### config.mk
export PLATFORM = sky130hd
export DESIGN_NAME = ccff_bitstream_loader
export DESIGN_NICKNAME = d
export VERILOG_FILES = /design/src/rtl/ccff_bitstream_loader.sv
export SDC_FILE = /design/constraint.sdc
export NUM_CORES = 1
export LEC_CHECK = 0
export ABC_AREA = 1
export CAP_MARGIN = 20
export CORE_ASPECT_RATIO = 0.8
export CORE_MARGIN = 2
export CORE_UTILIZATION = 30
export CTS_BUF_LIST = sky130_fd_sc_hd__clkbuf_2
export DETAILED_ROUTE_END_ITERATION = 10
export PLACE_DENSITY = 0.56
export SKIP_LAST_GASP = 1
export SLEW_MARGIN = 20
export SYNTH_ARGS = -nofsm -noshare
export SYNTH_HDL_FRONTEND = slang
export SYNTH_SLANG_ARGS = --single-unit
### constraint.sdc
create_clock -name prog_clk -period 1.7 [get_ports prog_clk]
set_clock_uncertainty 0.2 [all_clocks]
set_input_delay 0.34 -clock prog_clk [delete_from_list [all_inputs] [get_ports prog_clk]]
set_output_delay 0.34 -clock prog_clk [all_outputs]
set_load 0.05 [all_outputs]
### src/rtl/ccff_bitstream_loader.sv
// Serializes bitstream words onto the ccff chain head and optionally recirculates the chain to CRC-check it (CCFF_BITSTREAM_LOADER_VERIFY_EN).
// Start-to-done is CHAIN_LEN+2 cycles (+CHAIN_LEN with verify) plus one per source stall; s_ready drops while the word register is still busy.
module ccff_bitstream_loader #(
    parameter int CHAIN_LEN = 64,
    parameter int WORD_W    = 8
) (
    input  logic              prog_clk,
    input  logic              prog_reset_n,
    input  logic              start,
    input  logic [WORD_W-1:0] s_data,
    input  logic              s_valid,
    output logic              s_ready,
    output logic              ccff_head,
    input  logic              ccff_tail,
    output logic              ccff_shift_en,
    output logic              busy,
    output logic              done,
    output logic              error
);

    localparam int N_WORDS = (CHAIN_LEN + WORD_W - 1) / WORD_W;
    localparam int IDX_W   = (WORD_W > 1) ? $clog2(WORD_W) : 1;
    localparam int CNT_W   = $clog2(CHAIN_LEN + 1);
    localparam int WCNT_W  = $clog2(N_WORDS + 1);

    localparam logic [1:0] IDLE   = 2'd0;
    localparam logic [1:0] LOAD   = 2'd1;
`ifdef CCFF_BITSTREAM_LOADER_VERIFY_EN
    localparam logic [1:0] VERIFY = 2'd2;
`endif
    localparam logic [1:0] DONE   = 2'd3;

    localparam logic [IDX_W-1:0]  LAST_IDX = IDX_W'(WORD_W - 1);
    localparam logic [CNT_W-1:0]  LAST_BIT = CNT_W'(CHAIN_LEN - 1);
    localparam logic [WCNT_W-1:0] WORDS    = WCNT_W'(N_WORDS);

    logic [1:0]        state;
    logic [WORD_W-1:0] word_q;
    logic [IDX_W-1:0]  bit_idx;
    logic              full;
    logic [CNT_W-1:0]  bit_cnt;
    logic [WCNT_W-1:0] word_cnt;

    logic shift_load;
    logic last_shift;
    logic word_done;
    logic take;

    assign shift_load = (state == LOAD) && full;
    assign last_shift = shift_load && (bit_cnt == LAST_BIT);
    assign word_done  = shift_load && (bit_idx == LAST_IDX);
    // Refill is allowed while the last bit of the current word is leaving, so words stream without a bubble.
    assign s_ready    = (state == LOAD) && (word_cnt != WORDS) && (!full || (bit_idx == LAST_IDX));
    assign take       = s_valid && s_ready;

`ifdef CCFF_BITSTREAM_LOADER_VERIFY_EN
    logic [7:0] load_crc;
    logic [7:0] tail_crc;
    logic       error_q;

    function automatic logic [7:0] crc8_step(input logic [7:0] crc, input logic b);
        logic fb;
        fb = crc[7] ^ b;
        return {crc[6:0], 1'b0} ^ (fb ? 8'h07 : 8'h00);
    endfunction

    assign error = error_q;
`else
    logic unused_tail;
    assign unused_tail = ccff_tail;
    assign error       = 1'b0;
`endif

    always_ff @(posedge prog_clk) begin
        if (!prog_reset_n) begin
            state    <= IDLE;
            word_q   <= '0;
            bit_idx  <= '0;
            full     <= 1'b0;
            bit_cnt  <= '0;
            word_cnt <= '0;
`ifdef CCFF_BITSTREAM_LOADER_VERIFY_EN
            load_crc <= 8'h00;
            tail_crc <= 8'h00;
            error_q  <= 1'b0;
`endif
        end else begin
            case (state)
                IDLE: begin
                    if (start) begin
                        state    <= LOAD;
                        bit_cnt  <= '0;
                        word_cnt <= '0;
                        full     <= 1'b0;
`ifdef CCFF_BITSTREAM_LOADER_VERIFY_EN
                        load_crc <= 8'h00;
                        tail_crc <= 8'h00;
                        error_q  <= 1'b0;
`endif
                    end
                end
                LOAD: begin
                    if (shift_load) begin
                        bit_cnt <= bit_cnt + 1'b1;
`ifdef CCFF_BITSTREAM_LOADER_VERIFY_EN
                        load_crc <= crc8_step(load_crc, word_q[0]);
`endif
                    end
                    if (take) begin
                        word_q   <= s_data;
                        bit_idx  <= '0;
                        full     <= 1'b1;
                        word_cnt <= word_cnt + 1'b1;
                    end else if (shift_load) begin
                        word_q  <= word_q >> 1;
                        bit_idx <= bit_idx + 1'b1;
                        if (word_done) begin
                            full <= 1'b0;
                        end
                    end
                    // Upper bits of a partial final word are simply dropped here.
                    if (last_shift) begin
                        full    <= 1'b0;
                        bit_cnt <= '0;
`ifdef CCFF_BITSTREAM_LOADER_VERIFY_EN
                        state   <= VERIFY;
`else
                        state   <= DONE;
`endif
                    end
                end
`ifdef CCFF_BITSTREAM_LOADER_VERIFY_EN
                VERIFY: begin
                    bit_cnt  <= bit_cnt + 1'b1;
                    tail_crc <= crc8_step(tail_crc, ccff_tail);
                    if (bit_cnt == LAST_BIT) begin
                        error_q <= (crc8_step(tail_crc, ccff_tail) != load_crc);
                        state   <= DONE;
                    end
                end
`endif
                DONE: begin
                    state <= IDLE;
                end
                default: begin
                    state <= IDLE;
                end
            endcase
        end
    end

    always_comb begin
        ccff_shift_en = 1'b0;
        ccff_head     = 1'b0;
        case (state)
            LOAD: begin
                ccff_shift_en = full;
                ccff_head     = full & word_q[0];
            end
`ifdef CCFF_BITSTREAM_LOADER_VERIFY_EN
            // Tail feeds straight back to head so the ring is exactly CHAIN_LEN long.
            VERIFY: begin
                ccff_shift_en = 1'b1;
                ccff_head     = ccff_tail;
            end
`endif
            default: begin
                ccff_shift_en = 1'b0;
                ccff_head     = 1'b0;
            end
        endcase
    end

    assign busy = (state != IDLE);
    assign done = (state == DONE);

endmodule

==> flow_metrics.py <==
metrics = {
    "synth": {
        "synth_top_cells_by_area": "dfxtp_1, nand2_1, nor2_1",
        "synth_nets": 221,
        "syn_inst": 203,
        "synth_top_area_cell": "dfxtp_1",
        "ys_ff_latch": 25,
        "yosysSeqAreaShare_pct": 36.2,
        "ys_warn_count": 0,
        "yosys.cell_types.count": 25,
        "synth_top_cell_area_share_pct": 36.2,
        "avgSynthCellArea_um2": 6.80,
        "syn-cell-area_um2": 1380,
    },
    "hold_path": {
        "min_from": "word_q[7]",
        "holdPathEnd": "word_q[7]",
        "hold_path_class": "reg2reg",
        "hold_depth": 2,
    },
    "floorplan": {
        "num_rows": 22,
        "core_um2": 4510,
        "die_y_um": 64.7,
        "die_w_um": 79.9,
        "start_util_pct": 30.6,
        "dieArea_um2": 5170,
        "ioPinCount": 19,
    },
    "outcome": {
        "violations": "negative setup slack",
        "status": "complete, but fails checks",
    },
    "drt": {
        "totalWireLength_um": 3070,
        "drt-vias-per-instance": 4.43,
        "ant_nets": 0,
        "wire_per_inst_um": 10.1,
        "drt-initial-drc-count": 44,
        "vias": 1347,
        "drc": 0,
        "first_pass_iters": 4,
    },
    "setup_path": {
        "worst-path-max-fanout": 2,
        "crit_chain": "ha_4, ha_4, nor2_4, nor2_4, nand2_2, clkinvlp_4, buf_12",
        "arrival_ns": 1.52,
        "end_kind": "output port",
        "slowest_stage": "dfxtp_2",
        "crit_required_ns": 1.16,
        "crit_type": "reg2out",
        "cp-start-kind": "flip-flop",
        "rr_endpoint": "word_q[5]",
        "timing.rr.start": "bit_idx[1]",
        "regToRegSetupSlack_ns": -0.13,
        "r2r_cells": 11,
        "critPathMaxStageDelay_ns": 0.39,
    },
    "clocking": {
        "clock_latency_ns": 0.36,
        "path_clk_slew_ns": 0.25,
        "cts_buffers": 3,
        "cts-root-buf": "clkbuf_2",
        "postCtsHoldBufs": 0,
        "htreeDepth": 1,
        "cts_tree": "done",
        "clock_sink_count": 25,
        "cts_buffer_depth": 2,
    },
    "placement": {
        "pre_cts_ws_ns": -0.0713,
        "gp_congestion": 0.763,
        "placed_cells": 289,
        "placed_area_um2": 1830,
        "io_buffers": 16,
        "dp_hpwl_um": 2210,
    },
    "sta": {
        "fin_hold_ws_ns": 0.303,
        "slew_viol_final": 0,
        "fmax_mhz": 484,
        "fin_crit_ns": 2.06,
        "layout_setup_ws_ns": -0.365,
        "rsz0062_at_grt": "yes",
        "finalCritPeriodShare_pct": 121,
        "setup_viol": 18,
        "hold_viol": 0,
        "finalSetupTns_ns": -1.96,
    },
    "finish": {
        "finish.utilization_pct": 44.5,
        "final_area_um2": 2010,
        "final_common_cell": "nand2_1",
        "n_antenna_cell": 0,
        "syn2layout_area_growth_pct": 45.3,
        "num-nets-final": 263,
        "instances_no_fill": 304,
        "layout.cells.most_common_list": "nand2_1, nor2_1, buf_4",
        "drive_gt1_share_pct": 28.3,
    },
    "global_route": {
        "grt_start_max_net_pins": 15,
        "antenna_found_initial": 0,
        "grt_usage_pct": 13.4,
        "grt-ovfl-total": 0,
        "grt_pass1_vias": 1252,
        "grt_pass1_wl_um": 5470,
    },
    "power": {
        "powerDensity_nw_per_um2": 601,
        "total_power_mw": 1.21,
        "power.leakage_nw": 0.871,
        "ir_drop_v": 0.000358,
    },
    "run": {
        "drv_cap": 0,
    },
}
synth_stat cells (all sizes together):
master / number
o21ai: 2
nor2: 33
nand4: 9
o21bai: 1
a21oi: 10
nand3: 18
xnor2: 1
nand3b: 7
nand2: 59
buf: 5
xor2: 3
inv: 18
dfxtp: 25
ha: 5
conb: 1
nor3: 3
clkbuf: 3
how the worst max path moves through the flow:
stage,start,to,slack [ns]
4_1_cts,bit_idx[1],s_ready,-0.42
3_3_place_gp,s_valid,word_cnt[1],-0.07
2_1_floorplan,bit_idx[0],bit_idx[0],-0.003
3_5_place_dp,s_valid,word_cnt[0],-0.07
6_report,bit_idx[1],s_ready,-0.36
5_1_grt,bit_idx[1],s_ready,-0.47
what timing repair did:
| action | 4_1_cts | 5_1_grt |
|---|---|---|
| pin swaps | 4 | 3 |
| gates cloned | 1 | 0 |
| gates resized for setup | 11 | 12 |
| setup buffers | 6 | 5 |
| endpoints found under the setup margin | 20 | 27 |
final cells by class:
type | count | area (µm²)
clock buffers | 3 | 15.0
multi-input cells | 152 | 852
clock inverters | 1 | 5.00
flip-flops and latches | 25 | 505
inverters | 18 | 73.8
repair buffers | 45 | 480
fillers | 455 | 2510
well taps | 60 | 75.1
per-layer routing:
metal,vias to the layer above,track usage (%),wire length (µm)
met5,-,0,0
met4,0,3.81,37
met3,5,3.34,132
met2,22,20.4,1320
met1,588,18.8,1590
li1,732,-,-
cells by family after synthesis:
kind of cell / after synthesis / share of synthesized area, %
flops: 25 / 36.2
buf+inv: 26 / 8.60
compound gates: 13 / 4.89
other cells: 1 / 0.271
simple gates: 129 / 42.9
fa+ha+maj: 5 / 4.53
xor+xnor: 4 / 2.54
flip-flops by register name (all words and copies together) (netlist names):
register  count
word_cnt      4
state         2
bit_idx       3
full          1
bit_cnt       7
word_q        8
where the power goes:
part	internal [mW]	switching, mW	leakage, nW	total (mW)
Sequential	0.618	0.0171	0.205	0.635
Combinational	0.157	0.171	0.650	0.328
Clock	0.0533	0.190	0.0164	0.244
critical path, delay by kind of cell, from the launching register on:
| family | cells | cell delay [ns] |
|---|---|---|
| DFF | 1 | 0.39 |
| buffers and inverters | 2 | 0.24 |
| adders and majority gates | 2 | 0.32 |
| and+or+nand+nor | 3 | 0.20 |
Note: power is estimated with default switching activity, not from simulation.
